### src/rtl/axis_matrix_stream_ctrl.sv
// AXI-Stream front/back end for the matrix multiply coprocessor.
// Accepts an M*N word A matrix followed by an N word B vector on the slave
// stream and writes them into A_RAM/B_RAM. It then runs matrix_multiply via a
// Start/Done handshake and streams the M result words from RES_RAM out on the
// master stream, with TLAST on the final word.

module axis_matrix_stream_ctrl #(
    parameter int width          = 8,
    parameter int A_depth_bits   = 9,
    parameter int B_depth_bits   = 3,
    parameter int RES_depth_bits = 6,
    parameter int M              = 64,
    parameter int N              = 8
) (
    input  logic                      clk,
    input  logic                      reset,

    input  logic [31:0]               S_AXIS_TDATA,
    input  logic                      S_AXIS_TVALID,
    input  logic                      S_AXIS_TLAST,
    output logic                      S_AXIS_TREADY,

    output logic [31:0]               M_AXIS_TDATA,
    output logic                      M_AXIS_TVALID,
    output logic                      M_AXIS_TLAST,
    input  logic                      M_AXIS_TREADY,

    output logic                      A_write_en,
    output logic [A_depth_bits-1:0]   A_write_address,
    output logic [width-1:0]          A_write_data_in,

    output logic                      B_write_en,
    output logic [B_depth_bits-1:0]   B_write_address,
    output logic [width-1:0]          B_write_data_in,

    output logic                      Start,
    input  logic                      Done,

    output logic                      RES_read_en,
    output logic [RES_depth_bits-1:0] RES_read_address,
    input  logic [width-1:0]          RES_read_data_out
);

    // Input word counter covers the whole frame: M*N A-words then N B-words.
    localparam int K_W = $clog2(M * N + N + 1);
    localparam logic [K_W-1:0] K_MN   = K_W'(M * N);
    localparam logic [K_W-1:0] K_LAST = K_W'(M * N + N - 1);
    localparam logic [K_W-1:0] K_ONE  = K_W'(1);

    localparam logic [RES_depth_bits-1:0] R_LAST = RES_depth_bits'(M - 1);
    localparam logic [RES_depth_bits-1:0] R_ONE  = RES_depth_bits'(1);

    typedef enum logic [2:0] {
        ST_RECEIVE  = 3'd0,
        ST_FLUSH    = 3'd1,
        ST_COMPUTE  = 3'd2,
        ST_OUT_RD   = 3'd3,
        ST_OUT_LAT  = 3'd4,
        ST_OUT_SEND = 3'd5
    } state_e;

    state_e                    state_q, state_d;
    logic [K_W-1:0]            k_q, k_d;
    logic [RES_depth_bits-1:0] r_q, r_d;

    logic                      a_we_q, a_we_d;
    logic [A_depth_bits-1:0]   a_addr_q, a_addr_d;
    logic [width-1:0]          a_data_q, a_data_d;
    logic                      b_we_q, b_we_d;
    logic [B_depth_bits-1:0]   b_addr_q, b_addr_d;
    logic [width-1:0]          b_data_q, b_data_d;

    logic                      start_q, start_d;
    logic                      rd_en_q, rd_en_d;
    logic [RES_depth_bits-1:0] rd_addr_q, rd_addr_d;

    logic [31:0]               tdata_q, tdata_d;
    logic                      tvalid_q, tvalid_d;
    logic                      tlast_q, tlast_d;

    logic                      s_ready_s;
    logic                      s_hs_s;
    logic                      m_hs_s;

    // The frame length is fixed by the word count, so TLAST and the unused
    // upper data bits carry no information for this block.
    logic                      unused_s;
    assign unused_s = ^{S_AXIS_TLAST, S_AXIS_TDATA[31:width]};

    // Slave ready is a pure function of the state, held low while in reset.
    always_comb begin
        s_ready_s = (state_q == ST_RECEIVE) && !reset;
    end

    assign S_AXIS_TREADY = s_ready_s;
    assign s_hs_s        = s_ready_s && S_AXIS_TVALID;
    assign m_hs_s        = tvalid_q && M_AXIS_TREADY;

    // Next-state and next-output computation for the whole controller.
    always_comb begin
        state_d   = state_q;
        k_d       = k_q;
        r_d       = r_q;
        a_we_d    = 1'b0;
        a_addr_d  = a_addr_q;
        a_data_d  = a_data_q;
        b_we_d    = 1'b0;
        b_addr_d  = b_addr_q;
        b_data_d  = b_data_q;
        start_d   = start_q;
        rd_en_d   = 1'b0;
        rd_addr_d = rd_addr_q;
        tdata_d   = tdata_q;
        tvalid_d  = tvalid_q;
        tlast_d   = tlast_q;

        case (state_q)
            ST_RECEIVE: begin
                if (s_hs_s) begin
                    if (k_q < K_MN) begin
                        a_we_d   = 1'b1;
                        a_addr_d = A_depth_bits'(k_q);
                        a_data_d = S_AXIS_TDATA[width-1:0];
                    end else begin
                        b_we_d   = 1'b1;
                        b_addr_d = B_depth_bits'(k_q - K_MN);
                        b_data_d = S_AXIS_TDATA[width-1:0];
                    end
                    // k stops at the last index; it is cleared on re-entry.
                    if (k_q == K_LAST) begin
                        state_d = ST_FLUSH;
                    end else begin
                        k_d = k_q + K_ONE;
                    end
                end else begin
                    state_d = ST_RECEIVE;
                end
            end

            ST_FLUSH: begin
                // The final B write is being presented to the RAM this cycle.
                state_d = ST_COMPUTE;
            end

            ST_COMPUTE: begin
                // Done only counts once Start has actually been driven.
                if (start_q && Done) begin
                    start_d   = 1'b0;
                    r_d       = '0;
                    rd_en_d   = 1'b1;
                    rd_addr_d = '0;
                    state_d   = ST_OUT_RD;
                end else begin
                    start_d = 1'b1;
                end
            end

            ST_OUT_RD: begin
                state_d = ST_OUT_LAT;
            end

            ST_OUT_LAT: begin
                tdata_d  = 32'(RES_read_data_out);
                tvalid_d = 1'b1;
                tlast_d  = (r_q == R_LAST);
                state_d  = ST_OUT_SEND;
            end

            ST_OUT_SEND: begin
                if (m_hs_s) begin
                    tvalid_d = 1'b0;
                    tlast_d  = 1'b0;
                    if (r_q == R_LAST) begin
                        k_d     = '0;
                        state_d = ST_RECEIVE;
                    end else begin
                        r_d       = r_q + R_ONE;
                        rd_en_d   = 1'b1;
                        rd_addr_d = r_q + R_ONE;
                        state_d   = ST_OUT_RD;
                    end
                end else begin
                    state_d = ST_OUT_SEND;
                end
            end

            default: begin
                k_d      = '0;
                start_d  = 1'b0;
                tvalid_d = 1'b0;
                tlast_d  = 1'b0;
                state_d  = ST_RECEIVE;
            end
        endcase
    end

    // State, counters and all registered outputs, with synchronous reset.
    always_ff @(posedge clk) begin
        if (reset) begin
            state_q   <= ST_RECEIVE;
            k_q       <= '0;
            r_q       <= '0;
            a_we_q    <= 1'b0;
            a_addr_q  <= '0;
            a_data_q  <= '0;
            b_we_q    <= 1'b0;
            b_addr_q  <= '0;
            b_data_q  <= '0;
            start_q   <= 1'b0;
            rd_en_q   <= 1'b0;
            rd_addr_q <= '0;
            tdata_q   <= 32'h0000_0000;
            tvalid_q  <= 1'b0;
            tlast_q   <= 1'b0;
        end else begin
            state_q   <= state_d;
            k_q       <= k_d;
            r_q       <= r_d;
            a_we_q    <= a_we_d;
            a_addr_q  <= a_addr_d;
            a_data_q  <= a_data_d;
            b_we_q    <= b_we_d;
            b_addr_q  <= b_addr_d;
            b_data_q  <= b_data_d;
            start_q   <= start_d;
            rd_en_q   <= rd_en_d;
            rd_addr_q <= rd_addr_d;
            tdata_q   <= tdata_d;
            tvalid_q  <= tvalid_d;
            tlast_q   <= tlast_d;
        end
    end

    assign A_write_en       = a_we_q;
    assign A_write_address  = a_addr_q;
    assign A_write_data_in  = a_data_q;
    assign B_write_en       = b_we_q;
    assign B_write_address  = b_addr_q;
    assign B_write_data_in  = b_data_q;
    assign Start            = start_q;
    assign RES_read_en      = rd_en_q;
    assign RES_read_address = rd_addr_q;
    assign M_AXIS_TDATA     = tdata_q;
    assign M_AXIS_TVALID    = tvalid_q;
    assign M_AXIS_TLAST     = tlast_q;

    axis_matrix_stream_ctrl_chk u_chk (
        .clk     (clk),
        .reset   (reset),
        .a_we    (a_we_q),
        .b_we    (b_we_q),
        .s_ready (s_ready_s),
        .m_valid (tvalid_q),
        .start   (start_q),
        .rd_en   (rd_en_q)
    );

endmodule

// Structural invariants of the controller's outputs.
module axis_matrix_stream_ctrl_chk (
    input logic clk,
    input logic reset,
    input logic a_we,
    input logic b_we,
    input logic s_ready,
    input logic m_valid,
    input logic start,
    input logic rd_en
);

    // Each accepted word lands in exactly one RAM.
    a_one_ram: assert property (@(posedge clk) disable iff (reset) !(a_we && b_we));

    // Input and output phases never overlap.
    a_phase: assert property (@(posedge clk) disable iff (reset) !(s_ready && m_valid));

    // Result readout only starts after Start has been withdrawn.
    a_start_rd: assert property (@(posedge clk) disable iff (reset) !(start && rd_en));

endmodule

### config.mk
export PLATFORM = sky130hd
export DESIGN_NAME = axis_matrix_stream_ctrl
export DESIGN_NICKNAME = d
export VERILOG_FILES = /design/src/rtl/axis_matrix_stream_ctrl.sv
export SDC_FILE = /design/constraint.sdc
export NUM_CORES = 1
export LEC_CHECK = 0
export BUFFER_PORTS_ARGS = -buffer_cell sky130_fd_sc_hd__clkbuf_2
export CAP_MARGIN = 5
export CORE_MARGIN = 8
export CORE_UTILIZATION = 50
export DETAILED_ROUTE_END_ITERATION = 16
export PLACE_DENSITY = 0.84
export RECOVER_POWER = 25
export SLEW_MARGIN = 20
export SYNTH_ARGS = -nofsm -noshare
export SYNTH_HDL_FRONTEND = slang
export SYNTH_HIERARCHICAL = 1
export SYNTH_SLANG_ARGS = --single-unit
### constraint.sdc
create_clock -name clk -period 2.6 [get_ports clk]
set_input_delay 0.26 -clock clk [delete_from_list [all_inputs] [get_ports clk]]
set_output_delay 0.26 -clock clk [all_outputs]
set_load 0.1 [all_outputs]
==> flow_metrics.tcl <==
set metrics [dict create \
    detail-route-antenna-nets 0 \
    post_cts_buffers 0 \
    maxCapViolCount 0 \
    cts_sinks 61 \
    async_flop_share_pct 0 \
    avgViaCountPerCell 4.99 \
    rows 26 \
    syn_to_final_growth_pct 19.3 \
    gr-total-overflow 0 \
    hold_path_class "in -> reg" \
    ys_seq_elements 61 \
    cts_tree "built" \
    cts_buffers 9 \
    syn_inst 329 \
    synthDistinctLibCells 50 \
    worstPathRequired_ns 2.80 \
    cp-end-kind "register" \
    crit_start "state_q[0]" \
    io_pins 119 \
    insertedDiodeCount 0 \
    drv_slew 0 \
    synth_edf_count 0 \
    clk_latency_ns 0.34 \
    num_vias 2357 \
    crit_arrival_ns 2.35 \
    min_period_ns 2.15 \
    hold_slack_ns 0.140 \
    dpl.hpwl_um 4430 \
    place_congestion 0.825 \
    die_height_um 89.1 \
    grt_max_degree 50 \
    relSlewSlack_pct 21.0 \
    finalHoldViolations 0 \
    synth_top_area_share_pct 45.7 \
    final.setup.tns_ns 0 \
    dieArea_mm2 0.00794 \
    startpoint_type "register" \
    syn_avg_cell_area_um2 8.12 \
    worstPathMaxFanout 15 \
    wl_per_cell_um 13.0 \
    first_pass_iters 4 \
    synthFlopType "dfxtp_1" \
    cts-resized-gates 0 \
    cts-root-buf "clkbuf_8" \
    antenna_found_initial 0 \
    setup_viol 0 \
    power_density_mw_per_mm2 783 \
    post-route-period-util_pct 82.5 \
    grt_util_all_layers_pct 15.7 \
    cts_hold_buf 0 \
    hp-start "RES_read_data_out[1]" \
    yosysWarnings 6 \
    start_util_pct 52.0 \
    core_area_mm2 0.00514 \
    wl_um 6150 \
    outcome "completed" \
    critical_path_class "reg -> reg" \
    first_global_vias 2275 \
    seq_area_frac_synth_pct 45.7 \
    reg2reg_from "state_q[0]" \
    vdd_ir_drop_max_mv 0.317 \
    tightestPinTransition_ns 1.19 \
    cts.path.max_buffers 2 \
    cts.clk_slew.worst_paths_ns 0.07 \
    drc 0 \
    final_net_count 445 \
    finClkSkew_ns 0.00800 \
    drive_above_1_share_pct 18.2 \
    synth_area_leaders "dfxtp_1 (46%), nand2_1 (12%), a21oi_1 (8.1%), buf_4 (7.6%), o21ai_0 (2.2%)" \
    grt_pass1_wl_um 9940 \
    syn-cell-area_mm2 0.00267 \
    yosys.area.top_type "dfxtp_1" \
    drt_iter0_drc 101 \
    p_leak_uw 0.00126 \
    io_buffers 69 \
    h-tree-depth 3 \
    rsz0062_at_grt "no" \
    die_x_um 89.1 \
    fmax_mhz 466 \
]
cell type report:
type / instances / area (µm²)
clock buffers: 13 / 169
clock inverters: 3 / 90.1
fillers: 487 / 1950
inverters: 10 / 40.0
multi-input cells: 244 / 1250
flip-flops and latches: 61 / 1220
well taps: 70 / 87.6
repair buffers: 71 / 330
registers in the layout (all words and copies together) (netlist names):
signal	cells
RES_read_address	6
A_write_data_in	8
B_write_en	1
RES_read_en	1
M_AXIS_TVALID	1
A_write_address	9
Start	1
M_AXIS_TLAST	1
state_q	3
A_write_en	1
B_write_address	3
M_AXIS_TDATA	8
B_write_data_in	8
k_q	10
per-stage QoR:
step                      utilization (%)  setup WS, ns  total power [µW]  cell area, µm²  cells
after floorplan                         -        0.0369              1420            2760    352
after global placement               57.5         0.529              1440            2960    456
after detailed placement             57.5         0.487              1450            2960    456
after CTS                            62.6         0.478              2510            3220    472
after global routing                 62.0         0.299              2590            3190    472
final                                62.0         0.454              2490            3190    472
path summary, 6_finish.rpt:
path / depth (start not counted) / endpoint / slack, ns
worst max-delay path: 5 / k_q[4] / 0.45
worst min-delay path: 3 / M_AXIS_TDATA[1] / 0.14
worst max register to register: 5 / k_q[4] / 0.45
worst min register to register: 2 / B_write_data_in[1] / 0.45
power breakdown:
part	switching (µW)	leakage, µW	total [µW]	internal (µW)
clock	354	0.000130	1070	716
sequential	30.0	0.000493	992	962
combinational	369	0.000641	432	63.0
metal layers:
metal / global-route usage (%) / vias to the layer above / wire length, µm
met4: 8.76 / 0 / 38
li1: - / 1201 / -
met3: 3.95 / 4 / 608
met2: 26.7 / 85 / 2940
met5: 0 / - / 0
met1: 17.6 / 1067 / 2570
Yosys cell counts, types with 2 or more instances:
cell / instances
clkbuf_1: 5
and2_1: 3
o31ai_1: 2
or3_1: 2
o22ai_1: 2
a21oi_2: 2
a21oi_1: 43
ha_1: 2
nor2_1: 16
o21ai_0: 12
inv_1: 8
buf_4: 27
dfxtp_1: 61
and3_1: 5
nand3b_1: 2
buf_1: 3
mux2i_1: 3
or2b_1: 2
xnor2_1: 3
nor2b_1: 2
nand2_1: 82
nand3_1: 6
o211ai_1: 3
a32oi_1: 2
nor3_1: 2
a31oi_1: 5
placed cells by master, fill, tap and decap left out, types with 3 or more instances in the layout:
cell type / count
nand2_1: 82
a21oi_1: 43
a31oi_1: 5
o21ai_0: 12
clkbuf_1: 25
nor2_1: 16
inv_1: 8
clkbuf_2: 45
mux2i_1: 3
o211ai_1: 3
conb_1: 24
bufinv_16: 3
xnor2_1: 3
and3_1: 5
dfxtp_1: 61
clkbuf_8: 12
nand3_1: 6
and2_1: 3
cells by family after synthesis:
kind of cell / after synthesis / share of synthesized area [%]
AO/OA/AOI/OAI: 75 / 15.9
buffers and inverters: 47 / 10.8
flip-flops: 61 / 45.7
multiplexers: 4 / 1.55
other: 1 / 0.140
XOR/XNOR: 4 / 1.31
adder cells (fa/ha/maj): 2 / 0.937
AND/OR/NAND/NOR: 135 / 23.7
worst max-delay path, stage by stage (launching register included):
cell,delay [ns]
dfxtp_1,0.47
nor4_4,0.50
and2_1,0.37
o22ai_1,0.19
a21oi_2,0.34
a31oi_1,0.14
Note: power is estimated with default switching activity, not from simulation.
